**config.mk**
```make
export PLATFORM = sky130hd
export DESIGN_NAME = fir_mac_datapath
export DESIGN_NICKNAME = d
export VERILOG_FILES = /design/src/rtl/fir_pkg.sv /design/src/rtl/fir_addr_gen.sv /design/src/rtl/fir_mac_datapath.sv
export SDC_FILE = /design/constraint.sdc
export NUM_CORES = 1
export LEC_CHECK = 0
export CORE_ASPECT_RATIO = 0.6
export CORE_MARGIN = 10
export CORE_UTILIZATION = 25
export DETAILED_ROUTE_END_ITERATION = 6
export HOLD_SLACK_MARGIN = 0.06
export SKIP_CTS_REPAIR_TIMING = 1
export SLEW_MARGIN = 20
export SYNTH_ARGS = -nofsm -noshare
export SYNTH_HDL_FRONTEND = slang
export SYNTH_HIERARCHICAL = 1
export SYNTH_SLANG_ARGS = --single-unit
```
**constraint.sdc**
```tcl
create_clock -name axis_clk -period 14.6 [get_ports axis_clk]
set_input_delay 2.92 -clock axis_clk [delete_from_list [all_inputs] [get_ports axis_clk]]
set_output_delay 2.92 -clock axis_clk [all_outputs]
set_load 0.05 [all_outputs]
```
**src/rtl/fir_pkg.sv**
```systemverilog
// Shared FIR definitions: FSM state encodings, tap count,
// history index type and modulo-NUM_TAP index helpers.
package fir_pkg;

  localparam logic [2:0] S_IDLE = 3'd0;
  localparam logic [2:0] S_LOAD = 3'd1;
  localparam logic [2:0] S_CALC = 3'd2;
  localparam logic [2:0] S_SEND = 3'd3;
  localparam logic [2:0] S_DONE = 3'd4;

  localparam int NUM_TAP = 11;
  localparam int IW      = $clog2(NUM_TAP);

  typedef logic [IW-1:0] idx_t;

  // Step an index, wrapping NUM_TAP-1 back to 0.
  function automatic idx_t wrap_inc(idx_t i);
    return (i == idx_t'(NUM_TAP-1)) ? '0 : i + idx_t'(1);
  endfunction

  // (a - b) mod NUM_TAP for a, b in 0..NUM_TAP-1.
  function automatic idx_t wrap_sub(idx_t a, idx_t b);
    return (a >= b) ? a - b : a + idx_t'(NUM_TAP) - b;
  endfunction

endpackage

```
**src/rtl/fir_addr_gen.sv**
```systemverilog
// History-buffer pointers (write, current, tap) and the
// BRAM byte addresses derived from them.
module fir_addr_gen
  import fir_pkg::*;
#(
  parameter int AW = 12
) (
  input  logic          clk,
  input  logic          rst_n,
  input  logic          clr,
  input  logic          load,
  input  logic          issue,
  input  logic          adv,
  output idx_t          k,
  output logic [AW-1:0] wr_a,
  output logic [AW-1:0] rd_a,
  output logic [AW-1:0] tap_a
);

  idx_t wp_q, wp_d;
  idx_t cur_q, cur_d;
  idx_t k_q, k_d;

  // Next-state for pointers; every wrap is explicit modulo NUM_TAP.
  always_comb begin
    wp_d  = wp_q;
    cur_d = cur_q;
    k_d   = k_q;
    if (clr)
      wp_d = '0;
    else if (adv)
      wp_d = wrap_inc(wp_q);
    if (load) begin
      cur_d = wp_q;
      k_d   = '0;
    end else if (issue) begin
      k_d = wrap_inc(k_q);
    end
  end

  // Pointer registers.
  always_ff @(posedge clk or negedge rst_n) begin
    if (!rst_n) begin
      wp_q  <= '0;
      cur_q <= '0;
      k_q   <= '0;
    end else begin
      wp_q  <= wp_d;
      cur_q <= cur_d;
      k_q   <= k_d;
    end
  end

  assign k     = k_q;
  assign wr_a  = AW'({wp_q, 2'b00});
  assign rd_a  = AW'({wrap_sub(cur_q, k_q), 2'b00});
  assign tap_a = AW'({k_q, 2'b00});

endmodule

```
**src/rtl/fir_mac_datapath.sv**
```systemverilog
// FIR datapath: circular sample history, pipelined MAC against
// the tap BRAM, and the AXI-Stream in/out handshakes.
module fir_mac_datapath
  import fir_pkg::*;
#(
  parameter int DW = 32,
  parameter int AW = 12
) (
  input  logic          axis_clk,
  input  logic          axis_rst_n,
  input  logic [2:0]    state,
  input  logic          ap_start,
  input  logic [DW-1:0] ss_tdata,
  input  logic          ss_tvalid,
  input  logic          ss_tlast,
  output logic          ss_tready,
  output logic [DW-1:0] sm_tdata,
  output logic          sm_tvalid,
  output logic          sm_tlast,
  input  logic          sm_tready,
  output logic          calc_done,
  output logic          last_r,
  output logic          tap_EN,
  output logic [AW-1:0] tap_A,
  input  logic [DW-1:0] tap_Do,
  output logic          data_EN,
  output logic [3:0]    data_WE,
  output logic [AW-1:0] data_A,
  output logic [DW-1:0] data_Di,
  input  logic [DW-1:0] data_Do
);

  logic clr, ld, iss, adv;
  logic in_load, in_calc, in_send;

  idx_t          k;
  logic [AW-1:0] wr_a, rd_a, tap_a;

  idx_t          fill_q, fill_d;
  logic          pipe_v_q, pipe_v_d;
  idx_t          pipe_k_q, pipe_k_d;
  logic [DW-1:0] acc_q, acc_d;
  logic          last_r_q, last_r_d;
  logic [DW-1:0] prod;

  assign in_load = (state == S_LOAD);
  assign in_calc = (state == S_CALC);
  assign in_send = (state == S_SEND);

  assign clr = (state == S_IDLE) & ap_start;
  assign ld  = in_load & ss_tvalid;
  assign iss = in_calc & ~calc_done;
  assign adv = in_send & sm_tready;

  assign calc_done = pipe_v_q & (pipe_k_q == idx_t'(NUM_TAP-1));

  // Low DW bits of a product are identical for signed and unsigned.
  assign prod = tap_Do * data_Do;

  fir_addr_gen #(
    .AW (AW)
  ) u_addr (
    .clk   (axis_clk),
    .rst_n (axis_rst_n),
    .clr   (clr),
    .load  (ld),
    .issue (iss),
    .adv   (adv),
    .k     (k),
    .wr_a  (wr_a),
    .rd_a  (rd_a),
    .tap_a (tap_a)
  );

  // Fill level, MAC pipeline and accumulator next-state.
  always_comb begin
    fill_d   = fill_q;
    pipe_v_d = iss;
    pipe_k_d = iss ? k : pipe_k_q;
    acc_d    = acc_q;
    last_r_d = last_r_q;
    if (clr) begin
      fill_d   = '0;
      last_r_d = 1'b0;
    end
    if (ld) begin
      last_r_d = ss_tlast;
      acc_d    = '0;
      if (fill_q != idx_t'(NUM_TAP))
        fill_d = fill_q + idx_t'(1);
    end
    if (pipe_v_q && (pipe_k_q < fill_q))
      acc_d = acc_q + prod;
  end

  // Datapath registers.
  always_ff @(posedge axis_clk or negedge axis_rst_n) begin
    if (!axis_rst_n) begin
      fill_q   <= '0;
      pipe_v_q <= 1'b0;
      pipe_k_q <= '0;
      acc_q    <= '0;
      last_r_q <= 1'b0;
    end else begin
      fill_q   <= fill_d;
      pipe_v_q <= pipe_v_d;
      pipe_k_q <= pipe_k_d;
      acc_q    <= acc_d;
      last_r_q <= last_r_d;
    end
  end

  assign last_r    = last_r_q;
  assign ss_tready = in_load;
  assign sm_tvalid = in_send;
  assign sm_tdata  = in_send ? acc_q : '0;
  assign sm_tlast  = in_send & last_r_q;

  assign tap_EN  = iss;
  assign tap_A   = iss ? tap_a : '0;
  assign data_EN = ld | iss;
  assign data_WE = ld ? 4'hF : 4'h0;
  assign data_A  = ld ? wr_a : (iss ? rd_a : '0);
  assign data_Di = ld ? ss_tdata : '0;

endmodule
```
# After elaboration in Yosys (flattened, before gate mapping)
# Cells that the tools add are included.
[totals]
ff_bits = 54
inputBits = 105
[op_classes]
n_reduce_logical = 6
addsub = 7
magnitude_cmp = 2
n_mul = 1
n_mux = 20
eq_ne = 7
bitwise_logic = 8
[ops]
columns = ["cell", "count"]
rows = [
  ["32-bit 2-to-1 mux", 4],
  ["4-bit 2-to-1 mux", 11],
  ["32-bit adder", 1],
  ["32-bit by 32-bit multiplier with 32-bit output", 1],
  ["6-bit 2-to-1 mux", 3],
  ["4-bit by 1-bit adder with 4-bit output, second input constant", 3],
  ["4-bit == test, second input constant", 3],
  ["2-bit nonzero test", 4],
  ["4-bit subtractor", 2],
  ["1-bit bitwise AND", 6],
  ["3-bit by 2-bit == test with 1-bit output, second input constant", 2],
  ["4-bit adder, second input constant", 1],
  ["4-bit >= comparator", 1],
  ["4-bit < comparator", 1],
  ["4-bit != test, second input constant", 1],
  ["3-bit by 1-bit == test with 1-bit output, second input constant", 1],
  ["3-bit logical NOT", 1],
  ["1-bit 2-to-1 mux", 2],
  ["1-bit logical AND", 1],
  ["1-bit inverter", 1],
  ["1-bit OR", 1],
]

# Depth between registers and ports, before layout
# Gate-level depths: netlist of the first run.
[depth]
ltp_word = 6
mapped_depth = 29

# Modules after synthesis
# The synthesis of the first run kept the hierarchy.
[modules_own_cells]
columns = ["mod", "area_each_um2", "cells_per_inst", "instances"]
rows = [
  ["fir_mac_datapath", 19336.0, 2164, 1],
  ["fir_addr_gen", 1128.6, 128, 1],
]

# Worst setup path after synthesis of the first run
# No wires, ideal clock.
[synth_timing]
kind = "in2reg"
start = "in tap_Do[12]"
end = "reg acc_q[31]"
setup_slack_ps = 5000
cell_stages = 27
path_buffers = 3
setup_time_ps = 130
t_required_ps = 14470
t_arrival_ps = 9470
path_cell_list = "clkbuf_1 > clkbuf_1 > and2_1 > fa_1 > fa_1 > fa_1 > inv_1 > fa_1 > inv_1 > fa_1 > inv_1 > fa_1 > inv_1 > fa_1 > inv_1 > fa_1 > inv_1 > ha_1 > buf_2 > a21oi_1 > o22ai_1 > o41ai_1 > a41oi_2 > o41ai_2 > o21ai_1 > xnor2_1 > o21ai_1"
[synth_via]
elab_chain_cells = 3
[synth_rtl]
columns = ["element", "line_no", "text"]
rows = [
  ["start: declaration", "fir_mac_datapath.sv:25", "input logic [DW-1:0] tap_Do,"],
  ["32-bit by 32-bit multiplier with 32-bit output", "fir_mac_datapath.sv:58", "assign prod = tap_Do * data_Do;"],
  ["32-bit adder", "fir_mac_datapath.sv:93", "acc_d = acc_q + prod;"],
  ["32-bit 2-to-1 mux", "fir_mac_datapath.sv:92", "if (pipe_v_q && (pipe_k_q < fill_q))"],
  ["end signal: assignment", "fir_mac_datapath.sv:102", "acc_q <= '0;"],
  ["end signal: assignment", "fir_mac_datapath.sv:108", "acc_q <= acc_d;"],
  ["end: declaration", "fir_mac_datapath.sv:42", "logic [DW-1:0] acc_q, acc_d;"],
]
# No other way between the ends.
# A chain may end at the register's enable or synchronous reset.

# Worst setup path after layout of the first run
[layout_timing]
start = "in data_Do[0]"
end = "reg acc_q[31]"
[layout_via]
elab_chain_cells = 3
[layout_rtl]
columns = ["element", "line_no", "text"]
rows = [
  ["start: declaration", "fir_mac_datapath.sv:30", "input logic [DW-1:0] data_Do"],
  ["32-bit by 32-bit multiplier with 32-bit output", "fir_mac_datapath.sv:58", ""],
  ["32-bit adder", "fir_mac_datapath.sv:93", ""],
  ["32-bit 2-to-1 mux", "fir_mac_datapath.sv:92", ""],
]
# No other way between the ends.

==> results of run 1 <==
## flip-flops by register name, indices dropped and copies added (netlist names)
| register | count |
|---|---|
| acc_q | 32 |
| fill_q | 4 |
| pipe_k_q | 4 |
| u_addr/cur_q | 4 |
| u_addr/k | 4 |
| u_addr/wp_q | 4 |
| last_r | 1 |
| pipe_v_q | 1 |
## through the flow
| stage | cell area [µm²] | util | setup WS [ns] | hold slack (ns) |
|---|---|---|---|---|
| floorplan | 20600 | - | 5.00 | 0.468 |
| global placement | 23300 | 0.287 | 3.62 | 0.496 |
| detailed placement | 23300 | 0.287 | 3.53 | 0.510 |
| CTS | 23500 | 0.289 | 3.86 | 0.528 |
| global route | 23500 | 0.289 | 3.48 | 0.540 |
| finish | 23500 | 0.289 | 3.91 | 0.533 |
## kinds of logic (layout without fill, tap and decap cells)
group,Yosys count,after routing,synth area share
AOI/OAI and AO/OA,160,160,0.0533
xor gates and xnor gates,83,83,0.0362
adders and majority gates,580,580,0.516
buffers and inverters,668,746,0.129
DFF,54,54,0.0660
muxes,10,10,0.00556
other,1,25,0.000183
and+or+nand+nor,736,736,0.193
## final cells by class
| type | instances | area share |
|---|---|---|
| Multi-Input combinational cell | 1593 | 0.706 |
| Clock inverter | 3 | 0.00107 |
| Inverter | 521 | 0.0834 |
| Antenna cell | 1 | 0.000107 |
| Tap cell | 1079 | 0.0576 |
| Sequential cell | 54 | 0.0576 |
| Clock buffer | 5 | 0.00533 |
| Timing Repair Buffer | 217 | 0.0890 |
## placed cells by master (no fill, tap or decap), types with 8 or more instances in the layout
master             n
o21ai_0           37
nor2_1            21
a22o_1            12
ha_1             139
a21oi_1           30
conb_1            24
o21a_1            10
and3_1            34
o31ai_1            8
fa_1             441
nand3_1           39
inv_1            518
o21ai_1           12
and2_1           364
clkdlybuf4s50_1  185
nand2_1          232
buf_4             30
xnor2_1           59
nor3_1             9
dfrtp_1           54
xor2_1            23
## routing by layer
metal,share of wire,wire length (µm),global-route usage
met1,0.48,30000,0.198
met2,0.41,25700,0.192
met3,0.10,6610,0.0443
met4,0.0091,576,0.0155
met5,0.0018,116,0
## worst register-to-register path: cells and delay by family, from the launching register on
kind                     cells  cell delay (ns)
flip-flops                   1             0.49
AO/OA/AOI/OAI                7             1.74
adder cells (fa/ha/maj)      9             4.43
XOR/XNOR                     1             0.15
buffers and inverters        6             0.32
## worst max-delay path by stage
stage	to	slack [ns]
3_3_place_gp	acc_q[31]$_DFFE_PN0P_	3.62
3_5_place_dp	acc_q[31]$_DFFE_PN0P_	3.53
4_1_cts	acc_q[31]$_DFFE_PN0P_	3.86
2_1_floorplan	acc_q[31]$_DFFE_PN0P_	5.00
5_1_grt	acc_q[31]$_DFFE_PN0P_	3.48
6_report	acc_q[31]$_DFFE_PN0P_	3.91
==> impl_summary.txt, run 1 <==
----------------------------------------------------
[Status]
  Outcome ... finished, final reports clean

[Floorplan]
  Die Span Y ... 242 µm
  Count of standard-cell rows ... 81
  Count of pins on the block boundary ... 204
  Die area ... 94,100 µm²
  Horiz. Die Dim ... 389 µm
  Area of the core ... 81,300 µm²
  Initial Utilization ... 0.252

[Clocking]
  Clk_lat worst skew ... 0.32 ns
  Largest buffer count on any clock path ... 2
  Clock input transition at the sequential cells of the worst setup and hold paths ... 0.08 ns
  Number of H-tree branching levels ... 2
  Inserted Clock Buffers ... 5
  Clock Sink Count ... 54
  CTS root buf ... clkbuf_16
  TritonCTS clock tree ... yes

[Timing]
  Fin crit period ... 10.69 ns
  Timing-limited maximum frequency ... 0.0936 GHz
  Period utilisation layout ... 0.732
  Final Hold Vio Count ... 0
  Setup tns final ... 0 ns
  Final Max Tran Viols ... 0
  Worst Skew ... 0.00625 ns
  Headroom to the max-slew limit ... 0.290
  RSZ-0062 raised after global routing ... no
  Final-report setup violation count ... 0
  Actual slew at the worst max-slew pin ... 1.06 ns

[Global route]
  Initial antenna violation count ... 8
  GRT Residual Overflow ... 0
  Total global routing track utilization ... 0.134
  Maximum number of pins on one net before global-route repair ... 70
  Vias in the first global route ... 15,900
  Global-route wire length before repair ... 98,500 µm

[Detailed routing]
  Number of nets with antenna violations after detailed routing ... 0
  Wire length after detailed routing ... 63,000 µm
  Detailed Route Iter0 Violations ... 1,109
  First-pass iteration count of the detailed router ... 5
  Number of vias per cell after detailed routing ... 4.33
  Vias after detailed routing ... 15,000
  DRC violation count after routing ... 0
  Detailed-route wire length per cell ... 18.2 µm

[Final layout]
  Count of non-filler cells in the finished layout ... 3,473
  Proportion of layout cells with a drive suffix above 1 ... 0.0276
  # fillers ... 8,700
  Seq. cell area ... 1350 µm²
  Area used by multi-input combinational logic ... 16,600 µm²
  Net total in the final layout ... 3,077
  Layout overhead on the synthesized area ... 14.6%

[Worst setup path]
  CP max stage cell ... clkdlybuf4s50_1
  Endpoint kind of the worst setup timing path ... flop
  Worst reg2reg startpoint ... acc_q[17]$_DFFE_PN0P_
  Total buffers and inverters traversed by the critical path ... 8
  Cells on worst reg2reg path ... 23
  Critical Path AT ... 10.87 ns
  Destination of the worst register-to-register timing path ... acc_q[31]$_DFFE_PN0P_
  Startpoint-to-endpoint class of the critical path ... primary input to flop
  Instance count on the critical path ... 26
  Worst setup startpoint ... data_Do[0]
  Required time at the worst-slack endpoint ... 14.78 ns
  Delay of the slowest cell on the worst path ... 0.83 ns
  Most prevalent standard cell on the critical path ... fa_1
  R2R setup slack ... 7.35 ns
  Launching element type of the critical path ... primary input
  Crit-path max FO ... 19
  Cell family with the largest share of critical-path delay ... adder cells

[Synthesis]
  Sequential cell area fraction in the yosys report ... 0.0660
  Largest cells by area after synthesis ... fa_1 43%, and2_1 11%, inv_1 9.5%
  Yosys warning total ... 6
  Fraction of synthesized cell area taken by the top area cell type ... 0.431
  Most numerous cell types in the synthesized netlist ... 518 x inv_1, 441 x fa_1, 364 x and2_1, 232 x nand2_1, 139 x ha_1
  Number of enable-type register cells in the synthesized netlist ... 0
  Post-Syn Area per Cell ... 8.93 µm²
  Top FF cell, synth ... dfrtp_1
  Combined area of all synthesized cells ... 20,500 µm²
  Flop and latch count out of synthesis ... 54
  Cells after Synth ... 2,292
  Count leader, synth ... inv_1
  Post-synth top area cell ... fa_1
  Number of distinct library cells after synthesis ... 71
  Share of flip-flops with an asynchronous set or reset ... 1.00

[Hold path]
  Destination of the worst hold path ... acc_q[2]$_DFFE_PN0P_
  Path type of the worst min-delay path ... flop to flop
  Start point of the worst hold path ... acc_q[2]$_DFFE_PN0P_
  Min-Delay Path Depth ... 2

[Placement]
  Last weighted congestion value of the routability-driven placer ... 0.862
  Final HPWL DP ... 52,100 µm
  IO Port Bufs ... 187
  Dpl cells ... 3,464

[Run]
  Number of maximum-capacitance violations ... 0

----------------------------------------------------
Power of run 1 is not shown: default switching activity piles up to over one toggle a cycle in this logic, so the estimate is an artifact.
==> run 2, diff against run 1 <==
==> constraint.sdc (replaced) <==
create_clock -name axis_clk -period 9.9 [get_ports axis_clk]
set_input_delay 1.98 -clock axis_clk [delete_from_list [all_inputs] [get_ports axis_clk]]
set_output_delay 1.98 -clock axis_clk [all_outputs]
set_load 0.05 [all_outputs]
==> run 2 against run 1 <==
Largest cell class unchanged. Register-to-register slack lost 4.6 ns. Sequential cell count is the same. Cell count grew 1.3%. Highest routed layer is now met4. Clock skew grew 0.0056 ns. Clock-buffer cell count is the same. Utilization grew 0.45 points. Routed wire length grew 1.9%. Sequential share of layout area shrank 0.088 points.
==> impl_summary.txt, run 2 (synthesis gave the netlist of run 1 again) <==
----------------------------------------------------
[Detailed routing]
  Number of vias per cell after detailed routing ... 4.33 (about the same)
  Vias after detailed routing ... 15,200 (was 15,000)
  Detailed-route wire length per cell ... 18.3 µm (was 18.2 µm)
  Number of nets with antenna violations after detailed routing ... 0 (unchanged)
  Wire length after detailed routing ... 64,200 µm (was 63,000 µm)
  First-pass iteration count of the detailed router ... 4 (was 5)
  Detailed Route Iter0 Violations ... 1,152 (was 1,109)
  DRC violation count after routing ... 0 (unchanged)

[Clocking]
  Clk_lat worst skew ... 0.32 ns (about the same)
  Number of H-tree branching levels ... 2 (unchanged)
  TritonCTS clock tree ... yes (unchanged)
  Largest buffer count on any clock path ... 2 (unchanged)
  Clock Sink Count ... 54 (unchanged)
  Inserted Clock Buffers ... 5 (unchanged)
  CTS root buf ... clkbuf_16 (unchanged)
  Clock input transition at the sequential cells of the worst setup and hold paths ... 0.09 ns (was 0.08 ns)

[Timing]
  Actual slew at the worst max-slew pin ... 0.994 ns (was 1.06 ns)
  Timing-limited maximum frequency ... 0.106 GHz
  Final-report setup violation count ... 0 (unchanged)
  RSZ-0062 raised after global routing ... no (unchanged)
  Worst Skew ... 0.0118 ns (was 0.00625 ns)
  Final Max Tran Viols ... 0 (unchanged)
  Fin crit period ... 9.42 ns
  Setup tns final ... 0 ns (unchanged)
  Fin Hold WS ... 0.521 ns (was 0.533 ns)
  Headroom to the max-slew limit ... 0.337 (was 0.290)
  Final Hold Vio Count ... 0 (unchanged)
  Period utilisation layout ... 0.951

[Hold path]
  Path type of the worst min-delay path ... flop to flop (unchanged)
  Min-Delay Path Depth ... 1 (was 2)
  Start point of the worst hold path ... fill_q[2]$_DFF_PN0_ (was acc_q[2]$_DFFE_PN0P_)
  Destination of the worst hold path ... fill_q[2]$_DFF_PN0_ (was acc_q[2]$_DFFE_PN0P_)

[Global route]
  Vias in the first global route ... 16,100 (was 15,900)
  Initial antenna violation count ... 1 (was 8)
  GRT Residual Overflow ... 0 (unchanged)
  Maximum number of pins on one net before global-route repair ... 55 (was 70)
  Global-route wire length before repair ... 101,000 µm (was 98,500 µm)
  Total global routing track utilization ... 0.137 (was 0.134)

[Final layout]
  Biggest register ... acc_q (unchanged)
  Max reg flops ... 32 (unchanged)
  Net total in the final layout ... 3,122 (was 3,077)
  Most common cell after layout, fill and taps aside ... inv_1 (unchanged)
  Diode count ... 0 (was 1)
  Final core utilization ... 0.293 (was 0.289)
  Proportion of layout cells with a drive suffix above 1 ... 0.0455 (was 0.0276)
  Most frequent cells in the layout ... 518 x inv_1, 441 x fa_1, 364 x and2_1, 232 x nand2_1, 186 x clkdlybuf4s50_1 (was 518 x inv_1, 441 x fa_1, 364 x and2_1, 232 x nand2_1, 185 x clkdlybuf4s50_1)
  Layout overhead on the synthesized area ... 16.4% (was 14.6%)

[Worst setup path]
  Endpoint kind of the worst setup timing path ... flop (unchanged)
  Cell family with the largest share of critical-path delay ... adder cells (unchanged)
  Launching element type of the critical path ... primary input (unchanged)
  R2R setup slack ... 2.71 ns (was 7.35 ns)
  Crit-path max FO ... 16 (was 19)
  Worst reg2reg startpoint ... acc_q[17]$_DFFE_PN0P_ (unchanged)
  Worst setup startpoint ... data_Do[0] (unchanged)
  Critical Path AT ... 9.60 ns (was 10.87 ns)
  Cells on worst reg2reg path ... 24 (was 23)
  Delay of the slowest cell on the worst path ... 0.84 ns (was 0.83 ns)
  Destination of the worst register-to-register timing path ... acc_q[31]$_DFFE_PN0P_ (unchanged)
  Most prevalent standard cell on the critical path ... fa_1 (unchanged)
  Total buffers and inverters traversed by the critical path ... 7 (was 8)
  CP max stage cell ... clkdlybuf4s50_1 (unchanged)
  Startpoint-to-endpoint class of the critical path ... primary input to flop (unchanged)
  Required time at the worst-slack endpoint ... 10.08 ns (was 14.78 ns)

[Placement]
  Final HPWL DP ... 56,700 µm (was 52,100 µm)
  IO Port Bufs ... 187 (unchanged)
  Last weighted congestion value of the routability-driven placer ... 0.863 (was 0.862)

[Floorplan]
  Die area ... 94,100 µm² (unchanged)
  Initial Utilization ... 0.252 (unchanged)
  Die Span Y ... 242 µm (unchanged)
  Count of standard-cell rows ... 81 (unchanged)
  Count of pins on the block boundary ... 204 (unchanged)
  Area of the core ... 81,300 µm² (unchanged)
  Horiz. Die Dim ... 389 µm (unchanged)

[Status]
  Outcome ... finished, final reports clean (unchanged)

[Run]
  Number of maximum-capacitance violations ... 0 (unchanged)

----------------------------------------------------
==> run 2: layout make-up <==
cell class	count	area, µm²
Clock buffer	5	125
Clock inverter	3	47.5
Fill cell	8642	57500
Inverter	521	1960
Multi-Input combinational cell	1593	16600
Sequential cell	54	1350
Tap cell	1079	1350
Timing Repair Buffer	262	2430
==> run 2: worst max-delay path by stage <==
stage	cells past startpoint	end
floorplan	27	acc_q[31]$_DFFE_PN0P_
global placement	26	acc_q[31]$_DFFE_PN0P_
detailed placement	26	acc_q[31]$_DFFE_PN0P_
CTS	26	acc_q[31]$_DFFE_PN0P_
global route	25	acc_q[31]$_DFFE_PN0P_
finish	25	acc_q[31]$_DFFE_PN0P_
==> run 2: worst register-to-register path: stages, from the launching register on <==
cell,delay [ns]
dfrtp_1,0.50
fa_1,0.54
fa_1,0.45
fa_1,0.51
inv_1,0.06
fa_1,0.53
inv_1,0.05
fa_1,0.50
inv_1,0.06
fa_1,0.53
inv_1,0.05
fa_1,0.47
inv_1,0.05
fa_1,0.48
inv_1,0.04
ha_1,0.37
a21oi_1,0.18
o22ai_1,0.13
o41ai_1,0.35
buf_4,0.18
a41oi_2,0.20
o41ai_2,0.45
o21ai_1,0.16
xnor2_1,0.15
o21ai_1,0.07
==> run 2: stage by stage <==
| stage | instances | area [µm²] | setup WS, ns |
|---|---|---|---|
| 2_1_floorplan | 2315 | 20600 | 1.24 |
| 3_3_place_gp | 3509 | 23600 | 0.205 |
| 3_5_place_dp | 3509 | 23600 | 0.160 |
| 4_1_cts | 3517 | 23800 | 0.477 |
| 5_1_grt | 3517 | 23800 | 0.131 |
| 6_report | 3517 | 23800 | 0.484 |
==> run 2: routing by layer <==
layer / part of all wire / up-vias / global-route usage / wire length [µm]
met5: 0 / - / 0 / 0
met4: 0.0029 / 0 / 0.00812 / 186
met3: 0.082 / 13 / 0.0335 / 5240
met2: 0.41 / 493 / 0.198 / 26300
met1: 0.51 / 7742 / 0.211 / 32400
li1: - / 6992 / - / -
Power of run 2 is left out for the same reason.
